--- src/rtl/gigatron_video_capture.sv ---
`default_nettype none
// gigatron_video_capture: rebuilds frames from the Gigatron OUT register and streams visible pixels
// through a small FIFO. Rev 1.0 - initial release.
module gigatron_video_capture #(
  parameter int H_START    = 12,
  parameter int H_VISIBLE  = 160,
  parameter int V_START    = 33,
  parameter int V_VISIBLE  = 480,
  parameter int FIFO_DEPTH = 4,
  parameter int SYNC_TMO   = 400
) (
  input  logic       clk,
  input  logic       rst_n,
  input  logic       i_ce,
  input  logic [7:0] i_out,
  output logic       o_px_valid,
  input  logic       i_px_ready,
  output logic [5:0] o_px_data,
  output logic [7:0] o_px_x,
  output logic [8:0] o_px_y,
  output logic       o_px_sof,
  output logic       o_lock,
  output logic       o_frame_done,
  output logic       o_overflow
);

  localparam int                  c_addr_w  = $clog2(FIFO_DEPTH);
  localparam int                  c_tmo_w   = $clog2(SYNC_TMO + 1);
  localparam logic [7:0]          c_h_lo    = 8'(H_START);
  localparam logic [7:0]          c_h_hi    = 8'(H_START + H_VISIBLE);
  localparam logic [9:0]          c_v_lo    = 10'(V_START);
  localparam logic [9:0]          c_v_hi    = 10'(V_START + V_VISIBLE);
  localparam logic [c_tmo_w-1:0]  c_tmo_max = c_tmo_w'(SYNC_TMO);
  localparam logic [c_addr_w:0]   c_depth   = (c_addr_w + 1)'(FIFO_DEPTH);

  typedef enum logic [0:0] {S_IDLE = 1'b0, S_ACTIVE = 1'b1} state_t;

  typedef struct packed {
    logic [5:0] data;
    logic [7:0] x;
    logic [8:0] y;
    logic       sof;
  } px_t;

  state_t              r_state;
  logic                r_prev_v;
  logic                r_prev_h;
  logic [7:0]          r_hcnt;
  logic [9:0]          r_vcnt;
  logic [c_tmo_w-1:0]  r_tmo;
  logic                r_frame_done;
  logic                r_overflow;
  px_t                 r_mem [FIFO_DEPTH];
  logic [c_addr_w-1:0] r_wr_ptr;
  logic [c_addr_w-1:0] r_rd_ptr;
  logic [c_addr_w:0]   r_count;

  logic       w_vfall, w_vrise, w_hfall, w_hrise;
  logic       w_active, w_timeout, w_in_h, w_in_v;
  logic       w_push, w_pop, w_full, w_wr, w_drop;
  logic [7:0] w_x;
  logic [8:0] w_y;
  px_t        w_entry;

  // Edges compare this CE sample against the sync bits held from the previous CE sample.
  assign w_vfall  = i_ce &  r_prev_v & ~i_out[7];
  assign w_vrise  = i_ce & ~r_prev_v &  i_out[7];
  assign w_hfall  = i_ce &  r_prev_h & ~i_out[6];
  assign w_hrise  = i_ce & ~r_prev_h &  i_out[6];

  assign w_active  = (r_state == S_ACTIVE);
  assign w_timeout = w_active & i_ce & ~w_hfall & (r_tmo == c_tmo_max - 1'b1);

  assign w_in_h  = (r_hcnt >= c_h_lo) && (r_hcnt < c_h_hi);
  assign w_in_v  = (r_vcnt >= c_v_lo) && (r_vcnt < c_v_hi);
  assign w_x     = r_hcnt - c_h_lo;
  assign w_y     = 9'(r_vcnt - c_v_lo);
  assign w_entry = {i_out[5:0], w_x, w_y, (w_x == 8'd0) && (w_y == 9'd0)};

  assign w_push = w_active & i_ce & (i_out[7:6] == 2'b11) & w_in_h & w_in_v & ~w_timeout;
  assign w_pop  = o_px_valid & i_px_ready;
  assign w_full = (r_count == c_depth);
  assign w_wr   = w_push & (~w_full | w_pop);
  assign w_drop = w_push & w_full & ~w_pop;

  always_ff @(posedge clk or negedge rst_n) begin
    if (!rst_n) begin
      r_state      <= S_IDLE;
      r_prev_v     <= 1'b1;
      r_prev_h     <= 1'b1;
      r_hcnt       <= 8'hFF;
      r_vcnt       <= 10'h3FF;
      r_tmo        <= '0;
      r_frame_done <= 1'b0;
      r_overflow   <= 1'b0;
    end else begin
      r_frame_done <= w_vfall & w_active;
      if (i_ce) begin
        r_prev_v <= i_out[7];
        r_prev_h <= i_out[6];
        if (w_hrise)                r_hcnt <= '0;
        else if (r_hcnt != 8'hFF)   r_hcnt <= r_hcnt + 8'd1;
        if (w_vrise)                r_vcnt <= '0;
        else if (w_hfall && (r_vcnt != 10'h3FF)) r_vcnt <= r_vcnt + 10'd1;
        if (w_hfall)                r_tmo <= '0;
        else if (r_tmo != c_tmo_max) r_tmo <= r_tmo + 1'b1;
      end
      case (r_state)
        S_IDLE:   if (w_vfall)   r_state <= S_ACTIVE;
        S_ACTIVE: if (w_timeout) r_state <= S_IDLE;
        default:  r_state <= S_IDLE;
      endcase
      if (w_drop)                   r_overflow <= 1'b1;
      else if (w_vfall && w_active) r_overflow <= 1'b0;
    end
  end

  // Losing lock discards whatever is still queued so stale pixels never follow a relock.
  always_ff @(posedge clk or negedge rst_n) begin
    if (!rst_n) begin
      for (int i = 0; i < FIFO_DEPTH; i++) r_mem[i] <= '0;
      r_wr_ptr <= '0;
      r_rd_ptr <= '0;
      r_count  <= '0;
    end else if (w_timeout) begin
      r_wr_ptr <= '0;
      r_rd_ptr <= '0;
      r_count  <= '0;
    end else begin
      if (w_wr) begin
        r_mem[r_wr_ptr] <= w_entry;
        r_wr_ptr        <= r_wr_ptr + 1'b1;
      end
      if (w_pop) r_rd_ptr <= r_rd_ptr + 1'b1;
      case ({w_wr, w_pop})
        2'b10:   r_count <= r_count + 1'b1;
        2'b01:   r_count <= r_count - 1'b1;
        default: r_count <= r_count;
      endcase
    end
  end

  assign o_px_valid   = (r_count != '0);
  assign {o_px_data, o_px_x, o_px_y, o_px_sof} = r_mem[r_rd_ptr];
  assign o_lock       = w_active;
  assign o_frame_done = r_frame_done;
  assign o_overflow   = r_overflow;

endmodule
`default_nettype wire
--- config.mk ---
export PLATFORM = sky130hd
export DESIGN_NAME = gigatron_video_capture
export DESIGN_NICKNAME = d
export VERILOG_FILES = /design/src/rtl/gigatron_video_capture.sv
export SDC_FILE = /design/constraint.sdc
export NUM_CORES = 1
export LEC_CHECK = 0
export BUFFER_PORTS_ARGS = -buffer_cell sky130_fd_sc_hd__buf_4
export CAP_MARGIN = 20
export CORE_AREA = 2 2 107 109
export DETAILED_ROUTE_END_ITERATION = 10
export DIE_AREA = 0 0 109 111
export GPL_TIMING_DRIVEN = 0
export PLACE_DENSITY = 0.86
export SYNTH_ARGS = -nofsm -noshare
export SYNTH_HDL_FRONTEND = slang
export SYNTH_SLANG_ARGS = --single-unit
export TNS_END_PERCENT = 5
--- constraint.sdc ---
create_clock -name clk -period 3.2 [get_ports clk]
set_input_delay 0.64 -clock clk [delete_from_list [all_inputs] [get_ports clk]]
set_output_delay 0.64 -clock clk [all_outputs]
set_load 0.01 [all_outputs]
==> metrics.yaml <==
timing:
  tightestPinTransition_ns: 0.959
  setup_viol: 0
  slew_violations: 0
  period_minus_slack_ns: 3.19
  skew_ns: 0.00898
  fin_crit_sh: 0.998
  setup_ws_ns: 0.00615
  hold_viol: 0
  max_freq_mhz: 313
  rsz0062_at_grt: "true"
  relSlewSlack: 0.355
synthesis:
  ys_types: 53
  synthCells: 529
  synth_top_area_cell: "dfrtp_1"
  netlist_area_sq_mm: 0.00655
  synth_mux_area_frac: 0.215
  synth_xor_area_frac: 0.0374
  ys.flop_type: "dfrtp_1"
  avgSynthCellArea_sq_um: 12.4
  synth_adder_area_share: 0.0260
  synth_seq_cells: 135
  synth_compound_area_frac: 0.0590
  async_reset_ff_frac: 1.00
  synth_simple_gate_area_frac: 0.110
  seq_area_frac_synth: 0.519
  synth-warning-count: 0
  synth_area_leaders: "dfrtp_1 44%, mux2_2 12%, mux4_2 8.2%, dfstp_2 8.0%, nand2_1 2.7%"
  synth_top_area_frac: 0.439
  synth-edff-count: 0
  synth_top_family_by_area: "multiplexers"
  synth_nets: 554
outcome:
  status: "complete, no violations"
place:
  placedCellCount: 712
  numPortBuffers: 39
  hpwl_mm: 9.35
  gp_congestion: 0.794
  post-place-ws_ns: -0.0157
job:
  maxCapViolCount: 0
floorplan:
  core_area_sq_mm: 0.0111
  die-area_sq_mm: 0.0121
  initial_core_util: 0.592
  die_h_microns: 111
  rows: 39
  io_pins: 40
  die_w_microns: 109
grt:
  use_met2: 0.457
  grt_pass1_wl_mm: 24.5
  gr-max-usage-layer: "met2"
  gr-total-overflow: 0
  grt_pass1_vias: 4865
  grt_util_all_layers: 0.270
  grt_use_met3: 0.0664
  gr-usage-met1: 0.327
  grt_max_degree: 80
  antenna_found_initial: 0
clock_tree:
  cts_buffers: 17
  cts_root_buffer: "clkbuf_16"
  clock_sinks: 135
  clock_latency_ns: 0.42
  tritoncts: "yes"
  path_clk_slew_ns: 0.06
  clockBufferDepth: 2
  h-tree-depth: 4
worst_setup_path:
  r2r_slack_ns: 0.13
  crit_required_ns: 2.56
  cp-start-kind: "flip-flop"
  crit_type: "reg2out"
  cp.arrival_ns: 2.55
  end_kind: "primary output"
  r2r_start: "r_vcnt[0]"
  cp_max_fo: 10
  rr_worst_depth: 9
  worstReg2RegEnd: "r_count[1]"
cells_and_area:
  fin_cells: 745
  final_util: 0.700
  fin_nets: 614
  regArea_sq_mm: 0.00340
  n_antenna_cell: 0
  n_fill_cell: 722
  syn_to_final_growth_pct: 18.3
  drive_gt1_frac: 0.362
  multi_input_area_sq_mm: 0.00294
power_and_ir_drop:
  powerDensity_mw_per_mm2: 644
  pwr-share-clk: 0.437
  switching_power_mw: 1.39
  finalPower_mw: 5.00
  p_leak_nw: 3.67
  power_frac_comb: 0.184
  internal-power_mw: 3.61
  p_seq_frac: 0.379
  vdd_drop_max_mv: 0.419
  p_sw_frac: 0.278
drt:
  via_count: 4469
  wirelength_mm: 14.8
  detail-route-antenna-nets: 0
  wl_per_cell_microns: 19.9
  drcViolationCount: 0
  vias_per_cell: 6.00
  drt_iter0_markers: 254
  drt-pass1-iter-count: 4
worst_hold_path:
  hold_path_class: "in2async"
-- worst max-delay path, cell delays in order, from the launching register on --
cell	delay, ns
dfrtp_1	0.32
clkbuf_1	0.51
clkbuf_1	0.69
mux4_2	0.44
buf_4	0.16
-- metrics by stage --
step	instance area (sq um)	TNS, ns	hold WS (ns)
after floorplan	6550	0	0.344
after global placement	7030	0	0.457
after detailed placement	7060	-0.0363	0.470
after CTS	7730	0	0.189
after global routing	7760	-0.00743	0.208
final	7760	0	0.178
-- worst max path at each step --
| stage | from | to |
|---|---|---|
| 2_1_floorplan | r_vcnt[0] | r_count[1] |
| 3_5_place_dp | r_rd_ptr[0] | o_px_x[2] |
| 3_3_place_gp | r_rd_ptr[0] | o_px_x[3] |
| 6_report | r_rd_ptr[1] | o_px_x[3] |
| 4_1_cts | r_rd_ptr[1] | o_px_x[2] |
| 5_1_grt | r_rd_ptr[1] | o_px_x[3] |
-- cell usage in the layout (no fill, tap or decap), types with 20 or more instances in the layout --
cell type  instances
dfrtp_1          115
buf_4             41
o21ai_0           22
nand2_1           48
nor2_1            37
dfstp_2           20
mux4_2            24
mux2_2            68
-- synth_stat cells (all sizes together), types with 2 or more instances --
cell type / n
nor4: 4
o21ai: 33
xor2: 17
a21oi: 10
clkbuf: 12
and3b: 3
nand2: 48
ha: 12
o31ai: 6
xnor2: 11
or3: 9
inv: 17
or4: 5
o21a: 4
nor3: 8
a21o: 2
dfstp: 20
mux4: 24
buf: 21
dfrtp: 115
nand4: 8
mux2: 76
nor2: 37
and2: 2
nand3: 8
and3: 2
-- logic make-up (layout without fill, tap and decap cells) --
family	Yosys count	in the layout
compound gates	60	60
xor+xnor	28	28
fa+ha+maj	13	13
buf+inv	50	123
flops	135	135
mux	101	101
simple gates	142	142
-- power groups by stage --
stage | Sequential [mW] | Combinational (mW) | Clock, mW
after floorplan | 1.90 | 0.619 | 0
after global placement | 1.91 | 0.835 | 0
after detailed placement | 1.92 | 0.885 | 0
after CTS | 1.89 | 0.911 | 2.20
after global routing | 1.91 | 1.01 | 2.27
final | 1.89 | 0.921 | 2.18
-- routing by layer --
metal  wire [microns]  vias up
met1             6170     2339
met4              267        0
met2             7790       98
li1                 -     2008
met5                0        -
met3              588       24
-- state kept, by name, summed over array words and instances, names as in the netlist --
signal / count
o_frame_done: 1
o_lock: 1
o_overflow: 1
r_count: 3
r_hcnt: 8
r_mem: 96
r_prev_h: 1
r_prev_v: 1
r_rd_ptr: 2
r_tmo: 9
r_vcnt: 10
r_wr_ptr: 2
-- layout make-up --
class / instances / area share
clock buffer: 21 / 0.0607
timing repair buffer: 41 / 0.0427
clock inverter: 11 / 0.0252
sequential: 135 / 0.439
buffer: 33 / 0.0218
multi-input combinational: 344 / 0.380
tap: 143 / 0.0231
inverter: 17 / 0.00823
-- timing repair --
item,in CTS,in global routing
setup endpoints to repair,18,4
pin swaps,0,1
hold buffers,0,0
setup buffers,0,1
resized for setup,4,3
Power figures use the tool's default switching activity.
